--- config.mk ---
export PLATFORM = sky130hd
export DESIGN_NAME = serial_adder
export DESIGN_NICKNAME = d
export VERILOG_FILES = /design/src/rtl/serial_adder.sv
export SDC_FILE = /design/constraint.sdc
export NUM_CORES = 1
export LEC_CHECK = 0
export BUFFER_PORTS_ARGS = -buffer_cell sky130_fd_sc_hd__buf_2
export CAP_MARGIN = 20
export CORE_MARGIN = 4
export CORE_UTILIZATION = 30
export DETAILED_ROUTE_END_ITERATION = 8
export GPL_ROUTABILITY_DRIVEN = 0
export GPL_TIMING_DRIVEN = 0
export REMOVE_ABC_BUFFERS = 1
export SLEW_MARGIN = 10
export SYNTH_ARGS = -nofsm -noshare
export SYNTH_HDL_FRONTEND = slang
export SYNTH_SLANG_ARGS = --single-unit
export TNS_END_PERCENT = 100
--- constraint.sdc ---
create_clock -name clk -period 1.5 [get_ports clk]
set_input_delay 0.075 -clock clk [delete_from_list [all_inputs] [get_ports clk]]
set_output_delay 0.075 -clock clk [all_outputs]
set_load 0.02 [all_outputs]
--- src/rtl/serial_adder.sv ---
// serial_adder: bit-serial, LSB-first WIDTH-bit adder with carry-in.
// One full-adder cell and a carry flop do the work over WIDTH clock cycles.
// The adder sits behind a start/done handshake.
//
// Ports:
//   clk    - rising-edge clock
//   rst_n  - asynchronous active-low reset
//   start  - request pulse; sampled only in IDLE or DONE
//   a, b   - WIDTH-bit operands, captured when start is accepted
//   cin    - carry-in, captured when start is accepted
//   busy   - high while an addition is in progress
//   done   - one-cycle pulse when the result is loaded
//   sum    - registered WIDTH-bit result, held until the next completion
//   cout   - carry out of the MSB, held with sum
//   ovf    - signed overflow (carry into MSB xor cout), held with sum
module serial_adder #(
    parameter int unsigned WIDTH = 8
) (
    input  logic             clk,
    input  logic             rst_n,
    input  logic             start,
    input  logic [WIDTH-1:0] a,
    input  logic [WIDTH-1:0] b,
    input  logic             cin,
    output logic             busy,
    output logic             done,
    output logic [WIDTH-1:0] sum,
    output logic             cout,
    output logic             ovf
);

    localparam int unsigned CntW = (WIDTH > 1) ? $clog2(WIDTH) : 1;
    localparam logic [CntW-1:0] CntLast = CntW'(WIDTH - 1);

    typedef enum logic [1:0] {
        StIdle,
        StAdd,
        StDone
    } state_e;

    state_e           state_q, state_d;
    logic [WIDTH-1:0] sa_q, sa_d;
    logic [WIDTH-1:0] sb_q, sb_d;
    logic [WIDTH-1:0] ps_q, ps_d;
    logic             cy_q, cy_d;
    logic             cm_q, cm_d;
    logic [CntW-1:0]  cnt_q, cnt_d;
    logic [WIDTH-1:0] sum_q, sum_d;
    logic             cout_q, cout_d;

    // The single full-adder cell.
    logic s_bit, c_bit;
    assign s_bit = sa_q[0] ^ sb_q[0] ^ cy_q;
    assign c_bit = (sa_q[0] & sb_q[0]) | (cy_q & (sa_q[0] ^ sb_q[0]));

    always_comb begin
        state_d = state_q;
        sa_d    = sa_q;
        sb_d    = sb_q;
        ps_d    = ps_q;
        cy_d    = cy_q;
        cm_d    = cm_q;
        cnt_d   = cnt_q;
        sum_d   = sum_q;
        cout_d  = cout_q;

        unique case (state_q)
            StIdle, StDone: begin
                if (start) begin
                    sa_d    = a;
                    sb_d    = b;
                    cy_d    = cin;
                    cnt_d   = '0;
                    ps_d    = '0;
                    state_d = StAdd;
                end else begin
                    state_d = StIdle;
                end
            end
            StAdd: begin
                ps_d  = {s_bit, ps_q[WIDTH-1:1]};
                sa_d  = {1'b0, sa_q[WIDTH-1:1]};
                sb_d  = {1'b0, sb_q[WIDTH-1:1]};
                cy_d  = c_bit;
                cnt_d = cnt_q + CntW'(1);
                if (cnt_q == CntLast) begin
                    // cy_q is the carry into the MSB on this edge.
                    cm_d    = cy_q;
                    sum_d   = {s_bit, ps_q[WIDTH-1:1]};
                    cout_d  = c_bit;
                    cnt_d   = '0;
                    state_d = StDone;
                end
            end
            default: state_d = StIdle;
        endcase
    end

    always_ff @(posedge clk or negedge rst_n) begin
        if (!rst_n) begin
            state_q <= StIdle;
            sa_q    <= '0;
            sb_q    <= '0;
            ps_q    <= '0;
            cy_q    <= 1'b0;
            cm_q    <= 1'b0;
            cnt_q   <= '0;
            sum_q   <= '0;
            cout_q  <= 1'b0;
        end else begin
            state_q <= state_d;
            sa_q    <= sa_d;
            sb_q    <= sb_d;
            ps_q    <= ps_d;
            cy_q    <= cy_d;
            cm_q    <= cm_d;
            cnt_q   <= cnt_d;
            sum_q   <= sum_d;
            cout_q  <= cout_d;
        end
    end

    assign busy = (state_q == StAdd);
    assign done = (state_q == StDone);
    assign sum  = sum_q;
    assign cout = cout_q;
    // cm and cout load on the same edge and are held together, so their xor
    // is the overflow of the last completed addition (and 0 after reset).
    assign ovf  = cm_q ^ cout_q;

endmodule

### Word-level counts from Yosys, hierarchy flattened

Cells that the tools add are included.

| storage, ports and cells | value |
|---|---|
| flip-flop bits (word level) | 40 |
| bits of input ports | 20 |
| output and inout bits | 12 |
| word-level logic and storage cells | 40 |

| cells by class | value |
|---|---|
| $add $sub $neg | 1 |
| eq/ne operators | 5 |
| muxes and demuxes | 14 |
| bitwise operators | 6 |
| reductions and logical operators | 5 |

Operators by type and width:

| cell | count |
|---|---|
| one-hot mux 8 bit (2 select lines) | 3 |
| 2-to-1 mux 8 bit | 3 |
| 2-to-1 mux 3 bit | 2 |
| one-hot mux 3 bit (2 select lines) | 1 |
| one-hot mux 2 bit (2 select lines) | 1 |
| AND reduction 2 bit | 2 |
| adder 3 x 1 -> 3 bit, second input constant | 1 |
| equality test 3 bit, second input constant | 1 |
| bitwise XOR 1 bit | 3 |
| bitwise AND 1 bit | 2 |
| equality test 2 x 1 -> 1 bit, second input constant | 1 |
| equality test 2 bit, second input constant | 1 |
| zero test 2 bit | 1 |
| 2-to-1 mux 1 bit | 2 |
| 2-to-1 mux 2 bit | 1 |
| inequality test 2 x 1 -> 1 bit, second input constant | 1 |
| inequality test 2 bit, second input constant | 1 |
| one-hot mux 1 bit (2 select lines) | 1 |
| nonzero test 2 bit | 1 |
| OR reduction 2 bit | 1 |
| OR 1 bit | 1 |

### Depth between registers and ports, before layout

| logic depth | value |
|---|---|
| depth after elaboration | 4 |
| depth in mapped cells | 5 |
| gate-level depth less buffers | 4 |

### Worst setup path after synthesis

No wires, ideal clock.

| path | value |
|---|---|
| kind | reg2reg |
| from | reg cnt_q[0] |
| to | reg cm_q |
| setup time | 0.125 ns |
| arrival time | 1.310 ns |
| data required time | 1.375 ns |
| slack | 0.065 ns |
| cell stages (with the launch flop) | 6 |
| path buffers | 1 |
| clock period less this slack | 1.435 ns |
| cell sequence | dfrtp_1 > ha_1 > ha_1 > nand2_1 > buf_6 > mux2_4 |

| between the ends | value |
|---|---|
| longest elaborated chain between the ends | 2 |

RTL lines:

| what | RTL line | source |
|---|---|---|
| start: declaration | 47 | `logic [CntW-1:0] cnt_q, cnt_d;` |
| start signal: assignment | 117 | `cnt_q <= cnt_d;` |
| equality test 3 bit | 86 | `if (cnt_q == CntLast) begin` |
| AND reduction 2 bit (no line) | -- |  |
| end signal: assignment | 116 | `cm_q <= cm_d;` |
| end: declaration | 46 | `logic cm_q, cm_d;` |

Every way passes these cells.
A chain may end at the register's enable or synchronous reset.

### Worst setup path in the final report

| path | value |
|---|---|
| from | reg state_q[0] |
| to | reg sb_q[1] |

| between the ends | value |
|---|---|
| longest elaborated chain between the ends | 4 |
| elaborated cells between the ends (all ways) | 8 |
| classes of those cells | 3 x eq/ne; 1 x mux; 4 x reduce/logical |

RTL lines:

| what | RTL line | source |
|---|---|---|
| start: declaration | 41 | `state_e state_q, state_d;` |
| start signal: assignment | 101 | `state_q <= StIdle;` |
| start signal: assignment | 111 | `state_q <= state_d;` |
| equality test 2 bit or zero test 2 bit (tied branches) | 67 | `unique case (state_q)` |
| OR reduction 2 bit | 67 |  |
| inequality test 2 bit (no line) or nonzero test 2 bit (tied branches) | -- |  |
| AND reduction 2 bit (no line) | -- |  |
| end signal: assignment | 103 | `sb_q <= '0;` |
| end signal: assignment | 113 | `sb_q <= sb_d;` |
| end: declaration | 43 | `logic [WIDTH-1:0] sb_q, sb_d;` |

Parallel ways exist; a longest one is shown, timed or not.

==> flow_metrics.tcl <==
set metrics [dict create \
    outcome "finished clean" \
    drcViolationCount 0 \
    worstSkewPairLatency_ns 0.30 \
    relSlewSlack_pct 42.64 \
    whs_ns 0.05432 \
    synth_seq_area_share_pct 52.53 \
    critPathMaxFanout 7 \
    fin_crit_sh_pct 96.35 \
    htreeDepth 2 \
    cts_tree "yes" \
    clkSinkCount 39 \
    antenna_cells 0 \
    grt_max_degree 40 \
    min_period_ns 1.445 \
    core-area_mm2 0.005956 \
    antenna_found_initial 0 \
    finalHoldViolCount 0 \
    synth_cells 147 \
    cts-root-buf "clkbuf_8" \
    finish.utilization_pct 38.42 \
    drive_gt1_share_pct 36.90 \
    r2r_slack_ns 0.05 \
    yosysTopAreaCell "dfrtp_1" \
    cts_buffers 5 \
    grt_use_total_pct 11.01 \
    area_delta_synth_final_pct 23.16 \
    synth_cell_types 24 \
    ys_seq_elements 39 \
    first_pass_iters 4 \
    min_to "sa_q[3]" \
    numPortBuffers 31 \
    cp_data_required_time_ns 1.69 \
    grt_pass1_wl_um 6403 \
    cap_viol_max_count 0 \
    worst_ep_arrival_time_ns 1.64 \
    grt_pass1_vias 1312 \
    vias 1264 \
    via_per_inst 4.824 \
    multi_input_area_um2 827.0 \
    nFillCells 609 \
    rsz0062_at_grt "false" \
    r2r_end "sb_q[1]" \
    synth_ff_type "dfrtp_1" \
    rows 28 \
    ios 32 \
    endpoint_kind "flip-flop" \
    wl_um 3786 \
    whs_path_depth 3 \
    ant_nets 0 \
    register_area_um2 983.4 \
    syn-cell-area_mm2 0.001858 \
    die_h_um 86.70 \
    clock_skew_ns 0.007197 \
    worstMarginPinSlew_ns 0.8604 \
    hold_class "input port to flip-flop" \
    ir_worst_vdd_uv 938.2 \
    drv_slew 0 \
    synth.area.top_cells "dfrtp_1 (53%), mux2i_1 (7.5%), mux2_4 (7.3%)" \
    p_per_area_mw_per_mm2 2161 \
    routedWlPerCell_um 14.45 \
    synth_most_common_cell "dfrtp_1" \
    postSynthAreaPerCell_um2 12.64 \
    synthTopCellsByCount "dfrtp_1 (39), mux2i_1 (14), a22o_1 (13), nor2b_1 (13)" \
    setup_viol 0 \
    ys_warn_count 0 \
    min_from "a[3]" \
    fp.dieW_um 86.70 \
    startpoint_type "flip-flop" \
    ys_async_sr_fraction_pct 100.0 \
    worstReg2RegStart "state_q[0]" \
    fin_nets 209 \
    worst-setup-path-type "flip-flop to flip-flop" \
    synth_top_area_share_pct 52.53 \
    first_iter_violations 55 \
    cts_buffer_depth 2 \
    leakagePower_nw 1.074 \
    path_clk_slew_ns 0.07 \
    dieArea_mm2 0.007517 \
    start_util_pct 31.20 \
    gr-total-overflow 0 \
    fmax_mhz 691.9 \
    synth-edff-count 0 \
    dp_hpwl_um 2255 \
    r2r_cells 5 \
]
[how the worst max path moves through the flow]
stage / depth (start not counted) / start / end
finish: 5 / state_q[0] / sb_q[1]
global route: 5 / state_q[0] / sb_q[1]
CTS: 4 / cnt_q[0] / cnt_q[2]
detailed placement: 3 / state_q[0] / sum[2]
global placement: 3 / state_q[0] / sum[1]
floorplan: 3 / state_q[0] / cm_q
[layer usage]
metal	track usage (%)	vias up	share of wire [%]
met5	0	-	0
met4	3.399	0	1.5
met3	3.897	7	5.2
met2	17.87	25	47
met1	13.73	620	46
li1	-	612	-
[stage by stage]
step | TNS [ns] | setup WS (ns) | total power, mW | cell area, um2 | std cells
2_1_floorplan | -9.427 | -0.6717 | 3.239 | 1792 | 136
3_3_place_gp | -17.88 | -1.054 | 3.674 | 2041 | 242
3_5_place_dp | -17.83 | -1.053 | 3.727 | 2041 | 242
4_1_cts | 0 | 0.05212 | 4.993 | 2286 | 262
5_1_grt | 0 | 0.01166 | 5.326 | 2288 | 262
6_report | 0 | 0.05468 | 4.946 | 2288 | 262
[state kept, by name, indices dropped and copies added (netlist names)]
| register | flops |
|---|---|
| cout | 1 |
| cy_q | 1 |
| sa_q | 8 |
| cnt_q | 3 |
| sum | 8 |
| cm_q | 1 |
| state_q | 2 |
| sb_q | 8 |
| ps_q | 7 |
[where the power goes]
| group | leakage (nW) | internal [mW] | switching [mW] |
|---|---|---|---|
| clock network | 0.0654 | 0.665 | 0.372 |
| registers | 0.479 | 1.55 | 0.340 |
| logic | 0.529 | 1.06 | 0.955 |
| total | 1.07 | 3.28 | 1.67 |
[critical path: stages, from the launching register on]
cell and delay, ns:
dfrtp_4 0.50, nor2b_4 0.16, buf_4 0.15, buf_4 0.16
a22o_1 0.22, a21o_1 0.15
[placed cells by master, fill, tap and decap left out, types with 4 or more instances in the layout]
| cell | count |
|---|---|
| clkbuf_8 | 5 |
| a21oi_1 | 12 |
| buf_4 | 9 |
| a22o_1 | 13 |
| mux2_2 | 4 |
| a21o_1 | 4 |
| mux2_4 | 9 |
| dfrtp_1 | 37 |
| a211oi_1 | 12 |
| buf_2 | 31 |
| mux2i_1 | 14 |
| nor2b_1 | 13 |
[logic make-up after synthesis]
group | share of synthesized area [%]
xor+xnor | 0.4715
simple gates | 7.004
compound gates | 16.36
mux | 17.24
fa+ha+maj | 2.424
buf+inv | 3.973
flops | 52.53
[repair_timing]
item                                    4_1_cts  5_1_grt
buffers inserted                             10        0
endpoints found under the setup margin       39        1
gates resized for setup                       7        1
pin swaps                                     1        0
hold endpoints to repair                     39        0
cloned                                        1        0
hold buffers                                  1        0
[area by class of cell]
| type | count | area share [%] |
|---|---|---|
| clock buffers | 6 | 3.171 |
| repair buffers | 42 | 10.66 |
| well taps | 75 | 4.101 |
| flip-flops and latches | 39 | 42.97 |
| multi-input cells | 96 | 36.14 |
| clock inverters | 2 | 2.624 |
| inverters | 2 | 0.3280 |
Note: power is estimated with default switching activity, not from simulation.
